==> src/rtl/mdu_seq.sv <==
// mdu_seq: HI/LO owner with a 32-step restoring divider and stall to execute.
// Define MDU_MULT_EN to add single-cycle MULT/MULTU through the MUL state.
module mdu_seq (
  input  logic        clk,
  input  logic        reset,
  input  logic        flush,
  input  logic        req_valid,
  input  logic [2:0]  req_op,
  input  logic [31:0] req_src1,
  input  logic [31:0] req_src2,
  output logic        stall,
  output logic        done,
  output logic [31:0] hi,
  output logic [31:0] lo
);

`ifdef MDU_MULT_EN
  typedef enum logic [1:0] {IDLE, RUN, FIX, MUL} state_t;
`else
  typedef enum logic [1:0] {IDLE, RUN, FIX} state_t;
`endif

  localparam logic [2:0] OP_DIV  = 3'd1;
  localparam logic [2:0] OP_DIVU = 3'd2;
  localparam logic [2:0] OP_MTHI = 3'd5;
  localparam logic [2:0] OP_MTLO = 3'd6;

  state_t      state;
  logic [5:0]  cnt;
  logic [31:0] rem;
  logic [31:0] quo;
  logic [31:0] dvs;
  logic        q_neg;
  logic        r_neg;
  logic        is_div;
  logic        is_mul;
  logic        is_long;
  logic        a_neg;
  logic        b_neg;
  logic [32:0] shift;
  logic [32:0] trial;

  assign is_div = (req_op == OP_DIV) || (req_op == OP_DIVU);

`ifdef MDU_MULT_EN
  localparam logic [2:0] OP_MULT  = 3'd3;
  localparam logic [2:0] OP_MULTU = 3'd4;

  logic        m_sgn;
  logic [63:0] m_a;
  logic [63:0] m_b;
  logic [63:0] prod;

  assign is_mul = (req_op == OP_MULT) || (req_op == OP_MULTU);
  // low 64 bits of a 64x64 product are correct for both signednesses
  assign m_a  = m_sgn ? {{32{quo[31]}}, quo} : {32'b0, quo};
  assign m_b  = m_sgn ? {{32{dvs[31]}}, dvs} : {32'b0, dvs};
  assign prod = m_a * m_b;
  assign done = ~flush & ((state == FIX) | (state == MUL));
`else
  assign is_mul = 1'b0;
  assign done   = ~flush & (state == FIX);
`endif

  assign is_long = is_div | is_mul;
  assign a_neg   = (req_op == OP_DIV) & req_src1[31];
  assign b_neg   = (req_op == OP_DIV) & req_src2[31];

  // quotient shifts out of quo into the partial remainder
  assign shift = {rem, quo[31]};
  assign trial = shift - {1'b0, dvs};

  assign stall = ((state == IDLE) & req_valid & is_long & ~flush)
               | (state == RUN);

  always_ff @(posedge clk) begin
    if (reset) begin
      state <= IDLE;
      hi    <= '0;
      lo    <= '0;
      cnt   <= '0;
      rem   <= '0;
      quo   <= '0;
      dvs   <= '0;
      q_neg <= 1'b0;
      r_neg <= 1'b0;
`ifdef MDU_MULT_EN
      m_sgn <= 1'b0;
`endif
    end else if (flush) begin
      state <= IDLE;
    end else begin
      unique case (state)
        IDLE: begin
          if (req_valid) begin
            unique case (1'b1)
              is_div: begin
                quo   <= a_neg ? -req_src1 : req_src1;
                dvs   <= b_neg ? -req_src2 : req_src2;
                q_neg <= a_neg ^ b_neg;
                r_neg <= a_neg;
                rem   <= '0;
                cnt   <= '0;
                state <= RUN;
              end
`ifdef MDU_MULT_EN
              is_mul: begin
                quo   <= req_src1;
                dvs   <= req_src2;
                m_sgn <= (req_op == OP_MULT);
                state <= MUL;
              end
`endif
              (req_op == OP_MTHI): hi <= req_src1;
              (req_op == OP_MTLO): lo <= req_src1;
              default: ;
            endcase
          end
        end
        RUN: begin
          rem <= trial[32] ? shift[31:0] : trial[31:0];
          quo <= {quo[30:0], ~trial[32]};
          cnt <= cnt + 6'd1;
          if (cnt == 6'd31)
            state <= FIX;
        end
        FIX: begin
          lo    <= q_neg ? -quo : quo;
          hi    <= r_neg ? -rem : rem;
          state <= IDLE;
        end
`ifdef MDU_MULT_EN
        MUL: begin
          {hi, lo} <= prod;
          state    <= IDLE;
        end
`endif
        default: state <= IDLE;
      endcase
    end
  end

endmodule

==> config.mk <==
export PLATFORM = sky130hd
export DESIGN_NAME = mdu_seq
export DESIGN_NICKNAME = d
export VERILOG_FILES = /design/src/rtl/mdu_seq.sv
export SDC_FILE = /design/constraint.sdc
export NUM_CORES = 1
export LEC_CHECK = 0
export BUFFER_PORTS_ARGS = -buffer_cell sky130_fd_sc_hd__buf_2
export CORE_ASPECT_RATIO = 0.6
export CORE_MARGIN = 5
export CORE_UTILIZATION = 28
export CTS_CLUSTER_SIZE = 16
export DETAILED_ROUTE_END_ITERATION = 10
export PLACE_DENSITY = 0.49
export SYNTH_ARGS = -nofsm -noshare
export SYNTH_HDL_FRONTEND = slang
export SYNTH_SLANG_ARGS = --single-unit
==> constraint.sdc <==
create_clock -name clk -period 4.8 [get_ports clk]
set_clock_uncertainty 0.15 [all_clocks]
set_input_delay 0.72 -clock clk [delete_from_list [all_inputs] [get_ports clk]]
set_output_delay 0.72 -clock clk [all_outputs]
set_load 0.05 [all_outputs]
Yosys cells after proc, flatten, opt, wreduce, memory -nomap -nowiden
Cells that the tools add are included.

cells by class
  equality and inequality tests = 12
  reductions and logical operators = 10
  $add $sub $neg = 6
  multiplexer cells = 24
  bitwise gates (word level) = 10

operator list
  kind                                           number
  2-to-1 mux 32 bit                              13
  one-hot mux 32 bit (2 select lines)            4
  negation 32 bit                                4
  subtractor 33 x 32 -> 33 bit                   1
  AND reduction 4 bit                            4
  2-to-1 mux 6 bit                               2
  one-hot mux 6 bit (2 select lines)             1
  adder 6 x 1 -> 6 bit, second input constant    1
  AND 1 bit                                      6
  == test 3 bit, second input constant           2
  == test 6 x 5 -> 1 bit, second input constant  1
  2-to-1 mux 2 bit                               3
  != test 2 x 1 -> 1 bit, second input constant  3
  != test 2 bit, second input constant           2
  one-hot mux 2 bit (2 select lines)             1
  nonzero test 2 bit                             2
  == test 3 x 1 -> 1 bit, second input constant  1
  == test 3 x 2 -> 1 bit, second input constant  1
  AND reduction 3 bit                            1
  == test 2 x 1 -> 1 bit, second input constant  1
  == test 2 bit, second input constant           1
  logical NOT 2 bit                              1
  NOT 1 bit                                      2
  OR reduction 2 bit                             1
  other kinds (3)                                3

storage, ports and cells
  bits of input ports = 71
  register bits after elaboration = 170
  logic and storage cells = 71
  output and inout port bits = 66

Longest topological paths before layout
Gate-level depths: netlist of run 1.

  depth in word-level cells = 6
  mapped depth = 14
  gate-level depth less buffers = 12

Least setup slack after synthesis of run 1
OpenSTA, ideal clock, no wires.

  path kind = input port to flip-flop
  from = input port req_src1[7]
  to = register quo[26]
  slack = 1.737 ns
  cell stages on the path = 8
  data arrival time = 2.822 ns
  path buffers = 0
  library setup time = 0.091 ns
  required time = 4.559 ns
  cell sequence = or4_4 nor4b_2 nand3_1 o41ai_2 a21bo_1 xor2_1 nand2_1 a311oi_1

on the way
  word-level cells in the longest chain between the ends = 5

ends and longest elaborated chain
  element                              RTL line  text
  start: declaration                   9         input logic [31:0] req_src1,
  negation 32 bit                      98        quo <= a_neg ? -req_src1 : req_src1;
  2-to-1 mux 32 bit                    98
  2-to-1 mux 32 bit                    96        unique case (1'b1)
  2-to-1 mux 32 bit                    95        if (req_valid) begin
  one-hot mux 32 bit (2 select lines)  93        unique case (state)
  end signal: assignment               98
  end signal: assignment               122       quo <= {quo[30:0], ~trial[32]};
  end: declaration                     31        logic [31:0] quo;

Every way passes these cells. The select of a mux whose other input is x is not followed.
A chain may end at the register's enable or synchronous reset.

Final worst setup path of run 1
  from = register rem[2]
  to = register rem[4]

on the way
  word-level cells in the longest chain between the ends = 3

ends and longest elaborated chain
  element                              RTL line  text
  start: declaration                   30        logic [31:0] rem;
  start signal: assignment             121       rem <= trial[32] ? shift[31:0] : trial[31:0];
  subtractor 33 x 32 -> 33 bit         71        assign trial = shift - {1'b0, dvs};
  2-to-1 mux 32 bit                    121
  one-hot mux 32 bit (2 select lines)  93

Every way passes these cells.

==> metrics.csv, run 1 <==
stage,metric,value,unit
outcome,status,"complete, no violations",
worst_setup_path,path_max_fanout,28,
drt,routed_wl,42780,um
sta,period_needed,3.773,ns
synthesis,synthTopCellsByArea,"dfxtp_1 (30%), xor2_1 (7.8%), nor2_1 (7.3%), a211oi_1 (6.3%), a21oi_1 (6.0%)",
global_routing,grt_max_degree,75,
clocking,clockBufferDepth,2,
synthesis,syn_inst,1481,
sta,hold_viol_final,0,
sta,relSlewSlack,16.97,%
power_and_ir_drop,leakage,5.043,nW
clocking,postCtsSetupRepairBufs,0,
min_path,min_from,hi[17]$_SDFFE_PP0P_,
sta,fmax,265.1,MHz
layout,n_fill_cell,4287,
clocking,post_cts_resized,0,
clocking,cts_tree,yes,
floorplanning,die_h,165.5,um
drt,wire_per_inst,20.34,um
worst_setup_path,crit_required,4.95,ns
worst_setup_path,reg2reg_from,rem[2]$_SDFFE_PP0P_,
placed_design,io_buffers,136,
clocking,htreeDepth,4,
worst_setup_path,worstPathArrival,3.93,ns
worst_setup_path,crit_path_start_kind,flop,
run,drv_cap,0,
synthesis,ys.warnings.count,0,
layout,seq_area,3403,um2
power_and_ir_drop,finalPower,3.864,mW
layout,num_antenna_cells,0,
placed_design,dpl_cell_area,12460,um2
sta,worst_pin_slew,1.239,ns
floorplanning,rows,57,
synthesis,synth_top_area_share,30.16,%
placed_design,hpwl,33190,um
synthesis,yosys.area.top_type,dfxtp_1,
min_path,worstHoldPathCells,2,
min_path,hold_class,flop to flop,
floorplanning,fp.coreArea,40150,um2
placed_design,placedCellCount,2071,
sta,setup_viol_count_final,0,
floorplanning,die_area,44550,um2
clocking,hold_buffers,0,
power_and_ir_drop,ir_drop,0.0002719,V
drt,viasPerCell,5.360,
worst_setup_path,path_class,flop to flop,
clocking,numCtsBuffers,17,
synthesis,yosysSeqAreaShare,30.16,%
drt,dr.first_iter.drc_count,1082,
layout,syn2layout_area_growth,15.80,%
drt,vias,11270,
global_routing,grt_pass1_wl,64000,um
synthesis,synth_cell_types,77,
synthesis,synth_edf_count,0,
sta,rsz0062_at_grt,no,
synthesis,synth_area,11280,um2
floorplanning,start_util,28.10,%
floorplanning,pin_count,137,
global_routing,grt_overflow,0,
layout,final_nets,1668,
worst_setup_path,regToRegSetupSlack,1.03,ns
sta,slew_violations,0,
worst_setup_path,setup.worst_path.end_class,flop,
power_and_ir_drop,p_per_area,295.7,nW/um2
layout,multiInputGateArea,7388,um2
sta,setup_tns,0,ns
layout,final_area,13070,um2
global_routing,gr-usage-all-layers,18.72,%
drt,ant_nets,0,
synthesis,ys_seq_elements,170,
layout,drive_above_1_share,14.12,%
sta,finalCritPeriodShare,78.60,%
clocking,clk_pin_slew,0.08,ns
global_routing,first_global_vias,10070,
synthesis,syn_nets,1590,
clocking,ctsRootBufferMaster,clkbuf_16,
floorplanning,die_x,269.2,um
worst_setup_path,reg2regPathDepth,11,
synthesis,ys.flop_type,dfxtp_1,
drt,drc,0,
layout,layoutNonFillerInstCount,2103,
synthesis,synthArstFlopShare,0,%
clocking,clock_latency,0.46,ns
clocking,cts.sinks,170,
drt,firstDrtPassIters,5,
placed_design,place.gp.congestion,0.8927,
synthesis,avgSynthCellArea,7.620,um2
worst_setup_path,crit_path_start,rem[2]$_SDFFE_PP0P_,
global_routing,antenna_found_initial,1,
## flip-flops by register name, summed over array words and instances (netlist names)
signal,cells
q_neg,1
lo,32
dvs,32
r_neg,1
hi,32
quo,32
cnt,6
rem,32
state,2
## final cells by class
cell class | count | area share (%)
Clock buffer | 17 | 3.255
Clock inverter | 15 | 1.360
Inverter | 50 | 1.436
Multi-Input combinational cell | 1169 | 56.54
Sequential cell | 170 | 26.04
Tap cell | 531 | 5.084
Timing Repair Buffer | 151 | 6.281
## path summary, 6_finish.rpt
path / endpoint
min: hi[17]$_SDFFE_PP0P_
min reg2reg: hi[17]$_SDFFE_PP0P_
max reg2reg: rem[4]$_SDFFE_PP0P_
max: rem[4]$_SDFFE_PP0P_
## logic make-up (layout without fill, tap and decap cells)
group / Yosys count / count (layout) / share of synthesized area, %
adders and majority gates: 38 / 38 / 4.280
buffers and inverters: 142 / 233 / 4.978
xor gates and xnor gates: 143 / 143 / 11.10
DFF: 170 / 170 / 30.16
AOI/OAI and AO/OA: 452 / 452 / 26.13
muxes: 28 / 28 / 2.484
and+or+nand+nor: 508 / 508 / 20.87
## critical path, stage by stage (launching register included)
cell,delay [ns]
dfxtp_1,0.49
ha_1,0.36
o211ai_2,0.17
a21oi_1,0.09
o41a_1,0.48
o21ai_2,0.22
nand4_2,0.17
and2_4,0.21
o311ai_4,0.62
buf_12,0.30
mux2i_1,0.24
o21ai_1,0.08
## Yosys cell counts, types with 5 or more instances
library cell and number:
o21ai_0 49, a31oi_1 12, nand4_1 11, xnor2_1 43, a211oi_1 95, a21o_1 14
nor2b_1 8, nand2b_1 14, nand2_1 134, and3_1 5, inv_1 50, nand3_1 25
o41ai_1 9, a211o_1 5, clkbuf_1 81, buf_1 5, a311oi_1 14, xor2_1 100
mux2i_1 28, or3_1 15, dfxtp_1 170, o31ai_1 28, nor3_1 25, nor2_1 218
o21ai_1 43, nor4_1 11, a21oi_1 136, or4_1 8, ha_1 37, o21bai_1 7
o41ai_2 5
## power breakdown
group | total [mW] | switching [mW] | internal (mW)
Combinational | 0.910 | 0.575 | 0.336
Sequential | 1.49 | 0.0430 | 1.45
Clock | 1.46 | 0.676 | 0.788
Total | 3.86 | 1.29 | 2.57
## cells in the final DEF (no fill, tap or decap), drive strengths merged, types with 15 or more instances in the layout
cell    netlist  final
nor2        219    219
a21oi       136    136
nor4         15     15
inv          50     59
o21ai        93     93
a211oi       95     95
xnor2        43     43
o31ai        28     28
nand2       134    134
nor3         26     26
dfxtp       170    170
clkbuf       82     17
or3          16     16
ha           37     37
mux2i        28     28
nand3        25     25
xor2        100    100
buf          10    151
## through the flow
stage | worst slack [ns] | utilization (%) | hold WS [ns]
floorplan | 1.737 | - | 0.2819
global placement | 1.228 | 31.04 | 0.2923
detailed placement | 1.128 | 31.04 | 0.2946
CTS | 1.098 | 32.55 | 0.3050
global route | 0.8229 | 32.55 | 0.3261
finish | 1.027 | 32.55 | 0.3043
## per-layer routing
layer	share of wire [%]	GRT usage [%]	wire, um
met1	51	29.23	22000
met2	40	26.02	17060
met3	8.1	4.477	3453
met4	0.62	3.040	266
met5	0	0	0
(Power assumes the default switching activity.)
==> run 2, diff against run 1 <==
--- a/config.mk
+++ b/config.mk
@@ -5,6 +5,7 @@
 export SDC_FILE = /design/constraint.sdc
 export NUM_CORES = 1
 export LEC_CHECK = 0
+export ABC_AREA = 1
 export BUFFER_PORTS_ARGS = -buffer_cell sky130_fd_sc_hd__buf_2
 export CORE_ASPECT_RATIO = 0.6
 export CORE_MARGIN = 5
==> constraint.sdc (replaced) <==
create_clock -name clk -period 4 [get_ports clk]
set_clock_uncertainty 0.15 [all_clocks]
set_input_delay 0.6 -clock clk [delete_from_list [all_inputs] [get_ports clk]]
set_output_delay 0.6 -clock clk [all_outputs]
set_load 0.05 [all_outputs]
==> run 2 against run 1 <==
Against the previous run:
- flip-flop and latch count stayed put
- cell count rose by 42%
- first-iteration DRC count up 54%
- synthesized cell count is 52% higher
- non-clock buffer count grew 5
- largest power group unchanged
==> metrics.csv, run 2 <==
stage,metric,value,unit
power_and_ir_drop,p_switching,1.799,mW
drt,routed_wl,54300,um
sta,timing.hold.ws,0.2724,ns
global_routing,grt_pass1_wl,83600,um
layout,n_fill_cell,5346,
power_and_ir_drop,finalPower,4.783,mW
synthesis,synth_commonest_cells,"nand2_1 (578), inv_1 (307), nand3_1 (220)",
worst_setup_path,cp_common_cell,nand2_4,
sta,setup_tns,0,ns
floorplanning,die_area,52730,um2
clocking,ctsRootBufferMaster,clkbuf_16,
clocking,clk_pin_slew,0.07,ns
floorplanning,pin_count,137,
sta,relSlewSlack,28.28,%
global_routing,first_global_vias,13720,
clocking,numCtsBuffers,17,
synthesis,synth-simple-area-share,38.37,%
power_and_ir_drop,clock_power_share,36.3,%
drt,viasPerCell,5.018,
min_path,hold_class,input pin to flop,
synthesis,synth-compound-area-share,18.03,%
clocking,post_cts_resized,0,
sta,worst_pin_slew,1.076,ns
synthesis,synth_edf_count,0,
worst_setup_path,worstPathArrival,3.21,ns
power_and_ir_drop,leakage,7.431,nW
sta,hold_viol_final,0,
sta,setup_viol_count_final,0,
worst_setup_path,crit_buf_inv,2,
worst_setup_path,crit_required,4.23,ns
synthesis,ys.flop_type,dfxtp_1,
worst_setup_path,crit_path_start_kind,flop,
power_and_ir_drop,sequentialPowerShare,37.2,%
power_and_ir_drop,switching_share,37.62,%
floorplanning,rows,62,
worst_setup_path,reg2reg_from,quo[31]$_SDFFE_PP0P_,
layout,final_common_cell,nand2_1,
drt,dr.first_iter.drc_count,1666,
floorplanning,start_util,28.23,%
drt,ant_nets,0,
power_and_ir_drop,combPwrFrac,26.6,%
layout,layout_common_cells,"nand2_1 (577), inv_1 (306), nand3_1 (220), nor2_1 (194), a21oi_1 (194)",
layout,final_area,15340,um2
worst_setup_path,crit_path_max_incr_delay,0.42,ns
clocking,cts_tree,yes,
placed_design,hpwl,43800,um
power_and_ir_drop,ir_drop,0.0002345,V
placed_design,io_buffers,136,
synthesis,syn_nets,2365,
worst_setup_path,regToRegSetupSlack,1.02,ns
floorplanning,die_h,179.9,um
worst_setup_path,path_max_fanout,16,
synthesis,synth_fa_ha_area_share,3.586,%
synthesis,avgSynthCellArea,5.969,um2
worst_setup_path,setup.worst_path.end_class,flop,
worst_setup_path,path_class,flop to flop,
synthesis,syn_inst,2256,
layout,syn2layout_area_growth,13.90,%
synthesis,synth_xor_area_share,2.732,%
synthesis,synth_cell_types,47,
clocking,hold_buffers,0,
clocking,cts.sinks,170,
global_routing,antenna_found_initial,4,
drt,drc,0,
synthesis,ys.warnings.count,0,
global_routing,grt_overflow,0,
drt,wire_per_inst,18.13,um
synthesis,synthArstFlopShare,0,%
clocking,clockBufferDepth,2,
outcome,status,"complete, no violations",
worst_setup_path,worstPathCellList,"inv_1, ha_1, fa_1, inv_1, nand2_1, nand2_1, nand3_2, nand2_4, nand2_4, nand2_4, nand2_4, nand3_2, nand2_4, nand2_1, nand3_1, a21oi_1",
clocking,clock_latency,0.46,ns
synthesis,yosys.area.top_type,dfxtp_1,
layout,drive_above_1_share,12.87,%
global_routing,grt_max_degree,90,
run,drv_cap,0,
global_routing,gr-usage-all-layers,20.14,%
synthesis,synth_top_family_by_area,simple AND/OR/NAND/NOR gates,
sta,finalCritPeriodShare,74.47,%
clocking,postCtsSetupRepairBufs,0,
power_and_ir_drop,p_int,2.984,mW
power_and_ir_drop,p_per_area,311.9,nW/um2
synthesis,synth_top_area_share,25.27,%
floorplanning,die_x,293.1,um
sta,fmax,335.7,MHz
floorplanning,fp.coreArea,47710,um2
synthesis,synthTopCellsByArea,"dfxtp_1 (25%), nand2_1 (16%), inv_1 (8.6%), nand3_1 (8.2%), a21oi_1 (7.2%)",
sta,rsz0062_at_grt,no,
placed_design,place.gp.congestion,0.9657,
synthesis,yosysSeqAreaShare,25.27,%
worst_setup_path,crit_path_start,quo[31]$_SDFFE_PP0P_,
layout,num_antenna_cells,0,
layout,final_util,32.15,%
sta,slew_violations,0,
sta,period_needed,2.979,ns
synthesis,ys_seq_elements,170,
clocking,htreeDepth,4,
placed_design,dpl_cell_area,14740,um2
drt,vias,15030,
synthesis,synthMuxAreaShare,0,%
min_path,min_from,req_src2[0],
synthesis,yosysMostFrequentCell,nand2_1,
worst_setup_path,path_delay_family,simple AND/OR/NAND/NOR gates,
drt,firstDrtPassIters,6,
synthesis,synth_area,13470,um2
layout,final_nets,2451,
worst_setup_path,slowest_stage,fa_1,
==> run 2: logic make-up (layout without fill, tap and decap cells) <==
family | after synthesis | count (layout)
adders and majority gates | 38 | 38
AOI/OAI and AO/OA | 444 | 444
and+or+nand+nor | 1149 | 1149
buffers and inverters | 413 | 512
xor gates and xnor gates | 42 | 42
DFF | 170 | 170
==> run 2: path summary, 6_finish.rpt <==
check,end,cells after the start
max,rem[11]$_SDFFE_PP0P_,16
min,dvs[0]$_SDFFE_PP0P_,3
max reg2reg,rem[11]$_SDFFE_PP0P_,16
min reg2reg,quo[6]$_SDFFE_PP0P_,2
==> run 2: layout make-up <==
cell class / instances / area [um2] / share of cell area [%]
clock buffers: 18 / 439.2 / 2.863
clock inverters: 14 / 156.4 / 1.020
inverters: 324 / 1216 / 7.929
multi-input cells: 1673 / 8467 / 55.20
flip-flops and latches: 170 / 3403 / 22.19
well taps: 640 / 800.8 / 5.221
repair buffers: 156 / 855.8 / 5.580
==> run 2: routing by layer <==
layer	global-route usage, %	wire [um]	vias up
li1	-	-	7497
met4	2.838	493	0
met3	5.131	5133	32
met2	25.76	19860	570
met1	33.28	28810	6930
met5	0	0	-
==> run 2: power by group through the flow <==
stage / combinational (mW) / clock [mW] / sequential, mW
3_5_place_dp: 1.24 / 0 / 1.82
4_1_cts: 1.24 / 1.78 / 1.78
5_1_grt: 1.40 / 1.84 / 1.78
6_report: 1.27 / 1.73 / 1.78
3_3_place_gp: 1.23 / 0 / 1.82
2_1_floorplan: 0.789 / 0 / 1.87
==> run 2: worst register-to-register path, cell delays in order, from the launching register on <==
cell and delay, ns:
dfxtp_1 0.38, inv_1 0.15, ha_1 0.26, fa_1 0.42
inv_1 0.14, nand2_1 0.07, nand2_1 0.09, nand3_2 0.10
nand2_4 0.13, nand2_4 0.07, nand2_4 0.07, nand2_4 0.07
nand3_2 0.28, nand2_4 0.22, nand2_1 0.11, nand3_1 0.06
a21oi_1 0.14
==> run 2: per-stage QoR <==
step	instances	setup slack [ns]
after floorplan	2256	1.284
after global placement	2963	0.8853
after detailed placement	2963	0.8811
after CTS	2995	1.030
after global routing	2995	0.7979
final	2995	1.021
==> run 3, diff against run 2 <==
--- a/config.mk
+++ b/config.mk
@@ -12,7 +12,7 @@
 export CORE_UTILIZATION = 28
 export CTS_CLUSTER_SIZE = 16
 export DETAILED_ROUTE_END_ITERATION = 10
-export PLACE_DENSITY = 0.49
+export PLACE_DENSITY = 0.5
 export SYNTH_ARGS = -nofsm -noshare
 export SYNTH_HDL_FRONTEND = slang
 export SYNTH_SLANG_ARGS = --single-unit
==> constraint.sdc (replaced) <==
create_clock -name clk -period 2.5 [get_ports clk]
set_clock_uncertainty 0.15 [all_clocks]
set_input_delay 0.375 -clock clk [delete_from_list [all_inputs] [get_ports clk]]
set_output_delay 0.375 -clock clk [all_outputs]
set_load 0.05 [all_outputs]
==> run 3 against run 2 <==
Against the previous run:
- via count rose by 3.4%
- global-route usage rose by 0.14 points
- register-to-register slack got worse by 0.97 ns
- critical path type unchanged
- power rose by 67%
==> metrics.csv, run 3 (same netlist as run 2, synthesis figures left out) <==
stage,metric,value,unit
min_path,hold_class,input pin to flop,
layout,layout_common_cells,"nand2_1 (565), inv_1 (294), nand3_1 (215), nor2_1 (189), a21oi_1 (188)",
sta,hold_viol_final,0,
global_routing,grt_pass1_wl,84160,um
power_and_ir_drop,p_per_area,480.9,nW/um2
sta,setup_viol_count_final,0,
clocking,clockBufferDepth,2,
global_routing,grt_use_met1,31.51,%
floorplanning,pin_count,137,
sta,setup_tns,0,ns
sta,finalCritPeriodShare,97.88,%
drt,firstDrtPassIters,5,
drt,wire_per_inst,18.16,um
layout,num_antenna_cells,0,
drt,dr.first_iter.drc_count,1735,
worst_setup_path,path_max_fanout,6,
floorplanning,die_area,52730,um2
global_routing,first_global_vias,14240,
layout,layoutNonFillerInstCount,3086,
drt,viasPerCell,5.035,
floorplanning,rows,62,
layout,final_area,16580,um2
placed_design,placedCellCount,3037,
clocking,htreeDepth,4,
worst_setup_path,worstPathArrival,2.62,ns
layout,drive_above_1_share,18.97,%
clocking,numCtsBuffers,17,
layout,n_fill_cell,5250,
drt,routed_wl,56030,um
sta,fmax,408.6,MHz
power_and_ir_drop,finalPower,7.973,mW
placed_design,place.gp.congestion,0.9485,
worst_setup_path,crit_required,2.67,ns
floorplanning,die_x,293.1,um
drt,drc,0,
global_routing,grt_max_degree,78,
floorplanning,die_h,179.9,um
drt,vias,15540,
clocking,cts.sinks,170,
clocking,clock_latency,0.45,ns
worst_setup_path,crit_path_start_kind,flop,
sta,worst_pin_slew,0.5874,ns
global_routing,antenna_found_initial,3,
sta,slew_violations,0,
placed_design,hpwl,44340,um
global_routing,met2_usage,26.97,%
layout,final_common_cell,nand2_1,
placed_design,io_buffers,136,
clocking,ctsRootBufferMaster,clkbuf_16,
run,drv_cap,0,
power_and_ir_drop,leakage,7.962,nW
outcome,status,"complete, no violations",
layout,syn2layout_area_growth,23.11,%
sta,timing.hold.ws,0.05489,ns
placed_design,dpl_cell_area,15400,um2
clocking,hold_buffers,0,
worst_setup_path,path_class,flop to flop,
sta,relSlewSlack,60.79,%
layout,final_nets,2542,
global_routing,top_usage_layer,met1,
global_routing,use_met3,6.179,%
worst_setup_path,setup.worst_path.end_class,flop,
global_routing,grt_overflow,0,
drt,ant_nets,0,
clocking,cts_tree,yes,
floorplanning,start_util,28.23,%
power_and_ir_drop,ir_drop,0.0004375,V
floorplanning,fp.coreArea,47710,um2
global_routing,gr-usage-all-layers,20.28,%
clocking,clk_pin_slew,0.07,ns
sta,period_needed,2.447,ns
run 3: layer usage:
| metal | vias to the layer above | wire (um) |
|---|---|---|
| li1 | 7708 | - |
| met2 | 573 | 21010 |
| met4 | 2 | 997 |
| met5 | - | 10 |
| met3 | 56 | 5318 |
| met1 | 7198 | 28690 |
run 3: worst paths after layout:
path                             start                   end  slack [ns]  cells after the start
hold reg to reg   quo[29]$_SDFFE_PP0P_  quo[29]$_SDFFE_PP0P_        0.33                      2
setup / recovery  dvs[29]$_SDFFE_PP0P_  rem[24]$_SDFFE_PP0P_        0.05                     15
hold / removal             req_src2[1]   dvs[1]$_SDFFE_PP0P_        0.05                      3
setup reg to reg  dvs[29]$_SDFFE_PP0P_  rem[24]$_SDFFE_PP0P_        0.05                     15
run 3: critical path, cell delays in order, from the launching register on:
cell	delay, ns
dfxtp_1	0.32
inv_1	0.26
ha_4	0.27
nand2_1	0.08
a21oi_1	0.06
nor2_1	0.09
nand2_1	0.14
a21oi_4	0.17
buf_12	0.15
nand2_8	0.08
buf_12	0.14
nand2_4	0.08
buf_4	0.12
nand3_2	0.04
nand3_1	0.08
a21oi_1	0.06
run 3: area by class of cell:
class / count / area [um2] / share of cell area, %
Timing Repair Buffer: 243 / 1695 / 10.23
Inverter: 324 / 1216 / 7.336
Multi-Input combinational cell: 1677 / 8860 / 53.44
Clock inverter: 14 / 157.7 / 0.9509
Tap cell: 640 / 800.8 / 4.830
Sequential cell: 170 / 3410 / 20.57
Clock buffer: 18 / 439.2 / 2.649
run 3: stage by stage:
stage               setup WS, ns  util (%)
global route            -0.02233     34.75
global placement        0.003674     32.28
CTS                     0.007366     33.58
detailed placement   -0.00009104     32.28
finish                   0.05290     34.75
floorplan                0.08523         -
run 3: timing repair:
| item | CTS | global route |
|---|---|---|
| setup endpoints to repair | 11 | 44 |
| cloned | 0 | 6 |
| buffers inserted | 0 | 11 |
| gates resized for setup | 5 | 87 |
| pin swaps | 1 | 12 |
run 3: power breakdown:
part	internal, mW	leakage [nW]	total, mW	switching (mW)
logic	0.729	6.29	2.29	1.56
clock network	1.53	0.296	2.84	1.31
registers	2.78	1.38	2.85	0.0676
